### src/rtl/fifo_sched_if.sv
// Request/response bundle between producers, consumer, scheduler and the FIFO.
// The scheduler uses the slave modport; the environment drives through master.
interface fifo_sched_if #(
  parameter int DATA_W = 4
);
  logic              a_valid;
  logic [DATA_W-1:0] a_data;
  logic              a_ready;
  logic              b_valid;
  logic [DATA_W-1:0] b_data;
  logic              b_ready;
  logic              rd_req;
  logic              rd_valid;
  logic [DATA_W-1:0] rd_data;
  logic              del_req;
  logic              del_ack;
  logic              f_we;
  logic              f_re;
  logic              f_del;
  logic [DATA_W-1:0] f_din;
  logic [DATA_W-1:0] f_dout;
  logic              f_empty;
  logic              f_full;

  modport slave (
    input  a_valid, a_data, b_valid, b_data, rd_req, del_req, f_dout, f_empty, f_full,
    output a_ready, b_ready, rd_valid, rd_data, del_ack, f_we, f_re, f_del, f_din
  );

  modport master (
    output a_valid, a_data, b_valid, b_data, rd_req, del_req, f_dout, f_empty, f_full,
    input  a_ready, b_ready, rd_valid, rd_data, del_ack, f_we, f_re, f_del, f_din
  );
endinterface

### src/rtl/fifo_sched.sv
// Scheduler arbitrating two writers, one reader and a delete-last requester onto one FIFO.
// Optional macro FIFO_SCHED_LEVEL_EN adds the `level` occupancy port and counter.
module fifo_sched #(
  parameter int DATA_W = 4,
  parameter int AW     = 8
) (
  input  logic         clk,
  input  logic         rst,
  fifo_sched_if.slave  bus
`ifdef FIFO_SCHED_LEVEL_EN
  ,
  output logic [AW:0]  level
`endif
);

  typedef enum logic [2:0] {IDLE, WR, RD, RD_OUT, DEL} state_t;

  state_t            r_state;
  state_t            w_state_nxt;
  logic              r_last_b;
  logic              w_grant_b;
  logic              w_any_wr;
  logic              w_f_we;
  logic              w_f_re;
  logic              w_f_del;
  logic              w_a_ready;
  logic              w_b_ready;
  logic              w_rd_valid;
  logic [DATA_W-1:0] w_f_din;
  logic [DATA_W-1:0] w_rd_data;
  logic              r_f_we;
  logic              r_f_re;
  logic              r_f_del;
  logic              r_a_ready;
  logic              r_b_ready;
  logic              r_rd_valid;
  logic              r_del_ack;
  logic [DATA_W-1:0] r_f_din;
  logic [DATA_W-1:0] r_rd_data;

  // State register
  always_ff @(posedge clk or negedge rst) begin
    if (!rst) begin
      r_state <= IDLE;
    end else begin
      r_state <= w_state_nxt;
    end
  end

  // Next state plus the strobe values that will be registered alongside it
  always_comb begin
    w_state_nxt = r_state;
    w_any_wr    = (bus.a_valid | bus.b_valid) & ~bus.f_full;
    if (bus.a_valid && bus.b_valid) begin
      w_grant_b = ~r_last_b;
    end else begin
      w_grant_b = bus.b_valid;
    end
    case (r_state)
      IDLE: begin
        if (bus.del_req && !bus.f_empty) begin
          w_state_nxt = DEL;
        end else if (bus.rd_req && !bus.f_empty) begin
          w_state_nxt = RD;
        end else if (w_any_wr) begin
          w_state_nxt = WR;
        end else begin
          w_state_nxt = IDLE;
        end
      end
      RD:      w_state_nxt = RD_OUT;
      WR:      w_state_nxt = IDLE;
      RD_OUT:  w_state_nxt = IDLE;
      DEL:     w_state_nxt = IDLE;
      default: w_state_nxt = IDLE;
    endcase
    w_f_we     = (w_state_nxt == WR);
    w_f_re     = (w_state_nxt == RD);
    w_f_del    = (w_state_nxt == DEL);
    w_rd_valid = (w_state_nxt == RD_OUT);
    w_a_ready  = w_f_we & ~w_grant_b;
    w_b_ready  = w_f_we & w_grant_b;
    if (w_f_we) begin
      w_f_din = w_grant_b ? bus.b_data : bus.a_data;
    end else begin
      w_f_din = {DATA_W{1'b0}};
    end
    // FIFO is show-ahead: f_dout already holds the head during the RD cycle
    if (w_rd_valid) begin
      w_rd_data = bus.f_dout;
    end else begin
      w_rd_data = r_rd_data;
    end
  end

  // Registered handshake outputs and writer round-robin memory
  always_ff @(posedge clk or negedge rst) begin
    if (!rst) begin
      r_f_we     <= 1'b0;
      r_f_re     <= 1'b0;
      r_f_del    <= 1'b0;
      r_a_ready  <= 1'b0;
      r_b_ready  <= 1'b0;
      r_rd_valid <= 1'b0;
      r_del_ack  <= 1'b0;
      r_f_din    <= {DATA_W{1'b0}};
      r_rd_data  <= {DATA_W{1'b0}};
      r_last_b   <= 1'b1;
    end else begin
      r_f_we     <= w_f_we;
      r_f_re     <= w_f_re;
      r_f_del    <= w_f_del;
      r_a_ready  <= w_a_ready;
      r_b_ready  <= w_b_ready;
      r_rd_valid <= w_rd_valid;
      r_del_ack  <= w_f_del;
      r_f_din    <= w_f_din;
      r_rd_data  <= w_rd_data;
      if (w_f_we) begin
        r_last_b <= w_grant_b;
      end else begin
        r_last_b <= r_last_b;
      end
    end
  end

  assign bus.f_we     = r_f_we;
  assign bus.f_re     = r_f_re;
  assign bus.f_del    = r_f_del;
  assign bus.f_din    = r_f_din;
  assign bus.a_ready  = r_a_ready;
  assign bus.b_ready  = r_b_ready;
  assign bus.rd_valid = r_rd_valid;
  assign bus.rd_data  = r_rd_data;
  assign bus.del_ack  = r_del_ack;

`ifdef FIFO_SCHED_LEVEL_EN
  logic [AW:0] r_level;

  // Occupancy follows the strobes as the FIFO commits them
  always_ff @(posedge clk or negedge rst) begin
    if (!rst) begin
      r_level <= {(AW+1){1'b0}};
    end else if (r_f_we && (r_level != {1'b1, {AW{1'b0}}})) begin
      r_level <= r_level + {{AW{1'b0}}, 1'b1};
    end else if ((r_f_re || r_f_del) && (r_level != {(AW+1){1'b0}})) begin
      r_level <= r_level - {{AW{1'b0}}, 1'b1};
    end else begin
      r_level <= r_level;
    end
  end

  assign level = r_level;
`endif

endmodule

### src/flat_wrapper.sv
// flat-port wrapper written by rule: the top's interface ports become plain ports
module fifo_sched_flat 
#(
  parameter int DATA_W = 4,
  parameter int AW     = 8
)
  (clk, rst, bus_a_valid, bus_a_data, bus_b_valid, bus_b_data, bus_rd_req, bus_del_req, bus_f_dout, bus_f_empty, bus_f_full, bus_a_ready, bus_b_ready, bus_rd_valid, bus_rd_data, bus_del_ack, bus_f_we, bus_f_re, bus_f_del, bus_f_din);
  fifo_sched_if #(.DATA_W(DATA_W)) bus_i ();
  input  logic clk;
  input  logic rst;
  input wire logic [$bits(bus_i.a_valid)-1:0] bus_a_valid;
  input wire logic [$bits(bus_i.a_data)-1:0] bus_a_data;
  input wire logic [$bits(bus_i.b_valid)-1:0] bus_b_valid;
  input wire logic [$bits(bus_i.b_data)-1:0] bus_b_data;
  input wire logic [$bits(bus_i.rd_req)-1:0] bus_rd_req;
  input wire logic [$bits(bus_i.del_req)-1:0] bus_del_req;
  input wire logic [$bits(bus_i.f_dout)-1:0] bus_f_dout;
  input wire logic [$bits(bus_i.f_empty)-1:0] bus_f_empty;
  input wire logic [$bits(bus_i.f_full)-1:0] bus_f_full;
  output wire logic [$bits(bus_i.a_ready)-1:0] bus_a_ready;
  output wire logic [$bits(bus_i.b_ready)-1:0] bus_b_ready;
  output wire logic [$bits(bus_i.rd_valid)-1:0] bus_rd_valid;
  output wire logic [$bits(bus_i.rd_data)-1:0] bus_rd_data;
  output wire logic [$bits(bus_i.del_ack)-1:0] bus_del_ack;
  output wire logic [$bits(bus_i.f_we)-1:0] bus_f_we;
  output wire logic [$bits(bus_i.f_re)-1:0] bus_f_re;
  output wire logic [$bits(bus_i.f_del)-1:0] bus_f_del;
  output wire logic [$bits(bus_i.f_din)-1:0] bus_f_din;
  assign bus_i.a_valid = bus_a_valid;
  assign bus_i.a_data = bus_a_data;
  assign bus_i.b_valid = bus_b_valid;
  assign bus_i.b_data = bus_b_data;
  assign bus_i.rd_req = bus_rd_req;
  assign bus_i.del_req = bus_del_req;
  assign bus_i.f_dout = bus_f_dout;
  assign bus_i.f_empty = bus_f_empty;
  assign bus_i.f_full = bus_f_full;
  assign bus_a_ready = bus_i.a_ready;
  assign bus_b_ready = bus_i.b_ready;
  assign bus_rd_valid = bus_i.rd_valid;
  assign bus_rd_data = bus_i.rd_data;
  assign bus_del_ack = bus_i.del_ack;
  assign bus_f_we = bus_i.f_we;
  assign bus_f_re = bus_i.f_re;
  assign bus_f_del = bus_i.f_del;
  assign bus_f_din = bus_i.f_din;
  fifo_sched #(.DATA_W(DATA_W), .AW(AW)) u_core (.clk(clk), .rst(rst), .bus(bus_i));
endmodule
### config.mk
export PLATFORM = sky130hd
export DESIGN_NAME = fifo_sched_flat
export DESIGN_NICKNAME = d
export VERILOG_FILES = /design/src/rtl/fifo_sched_if.sv /design/src/rtl/fifo_sched.sv /design/src/flat_wrapper.sv
export SDC_FILE = /design/constraint.sdc
export NUM_CORES = 1
export LEC_CHECK = 0
export CELL_PAD_IN_SITES_DETAIL_PLACEMENT = 0
export CELL_PAD_IN_SITES_GLOBAL_PLACEMENT = 1
export CORE_MARGIN = 2
export CORE_UTILIZATION = 29
export CTS_CLUSTER_DIAMETER = 30
export DETAILED_ROUTE_END_ITERATION = 10
export GPL_TIMING_DRIVEN = 0
export HOLD_SLACK_MARGIN = 0.08
export PLACE_DENSITY = 0.77
export SETUP_SLACK_MARGIN = 0.5
export SYNTH_ARGS = -nofsm -noshare
export SYNTH_HDL_FRONTEND = slang
export SYNTH_SLANG_ARGS = --single-unit
### constraint.sdc
create_clock -name clk -period 2 [get_ports clk]
set_input_delay 0.5 -clock clk [delete_from_list [all_inputs] [get_ports clk]]
set_output_delay 0.5 -clock clk [all_outputs]
set_load 0.01 [all_outputs]
== After elaboration in Yosys (flattened, before gate mapping) ==
Cells that the tools add are included.
Cells by class
  eq/ne operators: 5
  multiplexer cells: 7
  reduce and logical (&&, ||, !) cells: 5
  bitwise logic cells: 7
Operators by type and width (count)
  3-bit by 2-bit equality test with 1-bit output (second input constant): 3
  4-bit two-way mux: 2
  3-bit two-way mux: 2
  3-bit case mux with 2 select lines: 1
  1-bit AND: 3
  3-bit by 1-bit equality test with 1-bit output (second input constant): 1
  3-bit equality test (second input constant): 1
  1-bit logical AND: 3
  3-bit zero test: 1
  1-bit NOT: 3
  1-bit two-way mux: 2
  1-bit zero test: 1
  1-bit OR: 1
Storage, ports and cells
  register bits: 18

== Logic depth before layout (Yosys ltp) ==
  word-level depth: 8
  depth in mapped cells: 4

== Least setup slack after synthesis ==
No wires, ideal clock.
  kind: in2reg
  start point: input port bus_rd_req
  end point: register u_core.r_last_b
  library setup time: 0.082 ns
  data required time: 1.918 ns
  setup slack: 0.297 ns
  arrival: 1.620 ns
  stages on the path: 4
  buffers on the path: 1
  path through: o21ba_2 > or4_4 > buf_6 > mux2_4
On the way
  cells in the longest elaborated chain, start to end: 5
RTL lines
  start: declaration: RTL line flat_wrapper.sv:15  | input wire logic [$bits(bus_i.rd_req)-1:0] bus_rd_req;
  1-bit logical AND: RTL line fifo_sched.sv:63  | end else if (bus.rd_req && !bus.f_empty) begin
  3-bit two-way mux: RTL line fifo_sched.sv:63
  3-bit two-way mux: RTL line fifo_sched.sv:61  | if (bus.del_req && !bus.f_empty) begin
  3-bit case mux with 2 select lines: RTL line fifo_sched.sv:59  | case (r_state)
  3-bit by 1-bit equality test with 1-bit output: RTL line fifo_sched.sv:77  | w_f_we = (w_state_nxt == WR);
  end signal: assignment: RTL line fifo_sched.sv:120  | r_last_b <= w_grant_b;
  end signal: assignment: RTL line fifo_sched.sv:122  | r_last_b <= r_last_b;
  end: declaration: RTL line fifo_sched.sv:20  | logic r_last_b;
No other way between the ends.
A chain may end at the register's enable or synchronous reset.

== Final worst setup path ==
  start point: register u_core.r_state[2]
  end point: register u_core.r_last_b
On the way
  cells in the longest elaborated chain, start to end: 3
  elaborated cells on any way between the ends: 4
  those cells by class: 2 x eq/ne; 1 x mux; 1 x reduce/logical
RTL lines
  start: declaration: RTL line fifo_sched.sv:18  | state_t r_state;
  start signal: assignment: RTL line fifo_sched.sv:46  | r_state <= w_state_nxt;
  3-bit by 2-bit equality test with 1-bit output / 3-bit zero test (equally long branches): RTL line fifo_sched.sv:59
  3-bit case mux with 2 select lines *: RTL line fifo_sched.sv:59
  3-bit by 1-bit equality test with 1-bit output *: RTL line fifo_sched.sv:77
Mark *: on every way between the ends. The rest lies on a longest branch, timed or not.

==> results.cfg <==
[sta]
fmax_ghz = 0.587
tightest_slew_ns = 0.768
rsz0062_at_grt = true
hold_viol = 0
fin_worst_skew_ns = 0.000860
fin_crit_ns = 1.70
drv_slew = 0
worst_slack_ns = 0.298
setup_viol = 0
max-slew-margin-rel = 0.487
holdWs_ns = 0.509
finalCritPeriodShare = 0.851

[synth]
ys_top_cells_by_count = dfrtp_1 (17), nor2_1 (7), mux2_2 (4), mux2i_1 (4), nor3b_1 (3)
syn_avg_cell_area_um2 = 14.0
syn-cell-area_um2 = 713
synth-main-ff-cell = dfrtp_1
synth_area_leaders = dfrtp_1 (60%), mux2_2 (6.3%), mux2i_1 (5.6%), dfstp_2 (3.7%), nor2_1 (3.7%)
netlist.area_leader.share = 0.596
ys_ff_latch = 18
ys_seq_area_frac = 0.633
synth_cell_types = 20
mappedNetlistNets = 71
syn_inst = 51
yosysMostFrequentCell = dfrtp_1
yosysTopAreaCell = dfrtp_1
async_reset_ff_frac = 1.00
ys_warn_count = 0
synth_edf_count = 0

[die]
die_area_um2 = 2870
die_y_um = 53.6
dieWidth_um = 53.6
start_util = 0.313
num_io_pins = 35
core_area_um2 = 2280
rows = 17

[power_and_ir_drop]
powerDensity_nw_per_um2 = 1010
p_leak_uw = 0.000580
ir_worst_vdd_uv = 562

[layout]
fill_cells = 218
drive_gt1_frac = 0.290
area_growth_pct = 60.4
n_antenna_cell = 0
fin_nets = 114
final_core_util = 0.502
design_area_um2 = 1140

[drt]
avgRoutedWirePerCell_um = 10.7
drc = 0
vias = 533
first_pass_iters = 3
wl_um = 1300
drt_iter0_drc = 3
antenna_left = 0
via_per_inst = 4.40

[clocking]
cts_buffers = 3
cts.path.max_buffers = 2
hold_buffers = 0
htreeDepth = 1
clk_latency_ns = 0.28
clk_pin_slew_ns = 0.09
cts_tree = done
clkSinkCount = 18
root_buffer = clkbuf_4

[global_route]
grt_max_degree = 19
grt_pass1_wl_um = 2110
track_usage = 0.105
grt_antenna_before_repair = 0
grt_overflow = 0
grt_pass1_vias = 532

[setup_path]
critPathKind = reg -> reg
start_kind = register
worstPathMaxFanout = 3
cp.required_ns = 2.22
crit_path_end_kind = register
critPathArrivalTime_ns = 1.92

[placed_design]
dp_slack_ns = -0.230
hpwl_um = 951
io_buffer_count = 34
gp_congestion = 0.707
placed_area_um2 = 1090

[min_path]
hp-class = reg -> reg

[job]
cap_violations = 0

[run_status]
outcome = completed
-- worst paths after layout --
kind	slack, ns	end	startpoint	cells after the start
max in group asynchronous	0.87	u_core.bus.rd_data[2]	rst	1
worst min-delay path	0.51	u_core.bus.rd_data[1]	u_core.bus.rd_data[1]	1
min in group asynchronous	0.66	u_core.r_state[0]	rst	1
worst max-delay path	0.30	u_core.r_last_b	u_core.r_state[2]	4
worst max register to register	0.30	u_core.r_last_b	u_core.r_state[2]	4
worst min register to register	0.51	u_core.bus.rd_data[1]	u_core.bus.rd_data[1]	1
-- final cells by class --
cell class	count	area (um2)	share of cell area
Clock buffer	4	36.3	0.0317
Buffer	3	23.8	0.0208
Multi-Input combinational cell	29	249	0.218
Timing Repair Buffer	38	344	0.301
Sequential cell	18	452	0.395
Tap cell	28	35.0	0.0306
Inverter	1	3.75	0.00328
-- worst max-delay path, stage by stage (launching register included) --
cell and delay, ns:
dfrtp_1 0.39, or3_4 0.41, or4_4 0.43, buf_6 0.14, mux2_4 0.28
-- per-layer routing --
metal	track usage	vias up	share of wire
met5	0	-	0
met4	0.0128	0	0
met3	0.0667	0	0.10
met2	0.198	25	0.54
met1	0.0970	254	0.35
li1	-	254	-
-- stage by stage --
| step | std cells | TNS [ns] | power (uW) |
|---|---|---|---|
| after floorplan | 51 | 0 | 748 |
| after global placement | 113 | -0.414 | 964 |
| after detailed placement | 113 | -0.500 | 972 |
| after CTS | 119 | 0 | 1150 |
| after global routing | 121 | 0 | 1250 |
| final | 121 | 0 | 1160 |
-- registers in the layout, summed over array words and instances (netlist names) --
register,flops
u_core.bus.f_din,4
u_core.bus.a_ready,1
u_core.bus.rd_valid,1
u_core.bus.b_ready,1
u_core.r_state,3
u_core.r_last_b,1
u_core.bus.f_we,1
u_core.bus.f_re,1
u_core.bus.rd_data,4
u_core.bus.f_del,1
-- what timing repair did --
| item | 4_1_cts | 5_1_grt |
|---|---|---|
| pin swaps | 5 | 0 |
| setup endpoints to repair | 23 | 15 |
| gates resized for setup | 25 | 4 |
| gates cloned | 0 | 0 |
| setup buffers | 2 | 2 |
-- logic make-up after synthesis --
| family | count (synthesis) | share of synthesized area |
|---|---|---|
| DFF | 18 | 0.633 |
| and+or+nand+nor | 16 | 0.144 |
| muxes | 9 | 0.140 |
| AOI/OAI and AO/OA | 4 | 0.0456 |
| buffers and inverters | 4 | 0.0368 |
-- layout by cell type (no fill, tap or decap), types with 2 or more instances in the layout --
cell | netlist | final
buf_4 | 1 | 5
clkbuf_4 | 0 | 3
clkdlybuf4s15_1 | 0 | 2
clkdlybuf4s50_1 | 0 | 14
dfrtp_1 | 17 | 17
dlygate4sd2_1 | 0 | 17
mux2_2 | 4 | 4
mux2i_1 | 4 | 4
nor2_1 | 7 | 4
nor2_2 | 0 | 3
nor3b_1 | 3 | 3
o21a_1 | 2 | 2
-- where the power goes --
part / switching, uW / total [uW] / internal (uW)
logic: 170 / 434 / 264
clock network: 102 / 213 / 111
registers: 41.6 / 510 / 469
Note: power is estimated with default switching activity, not from simulation.
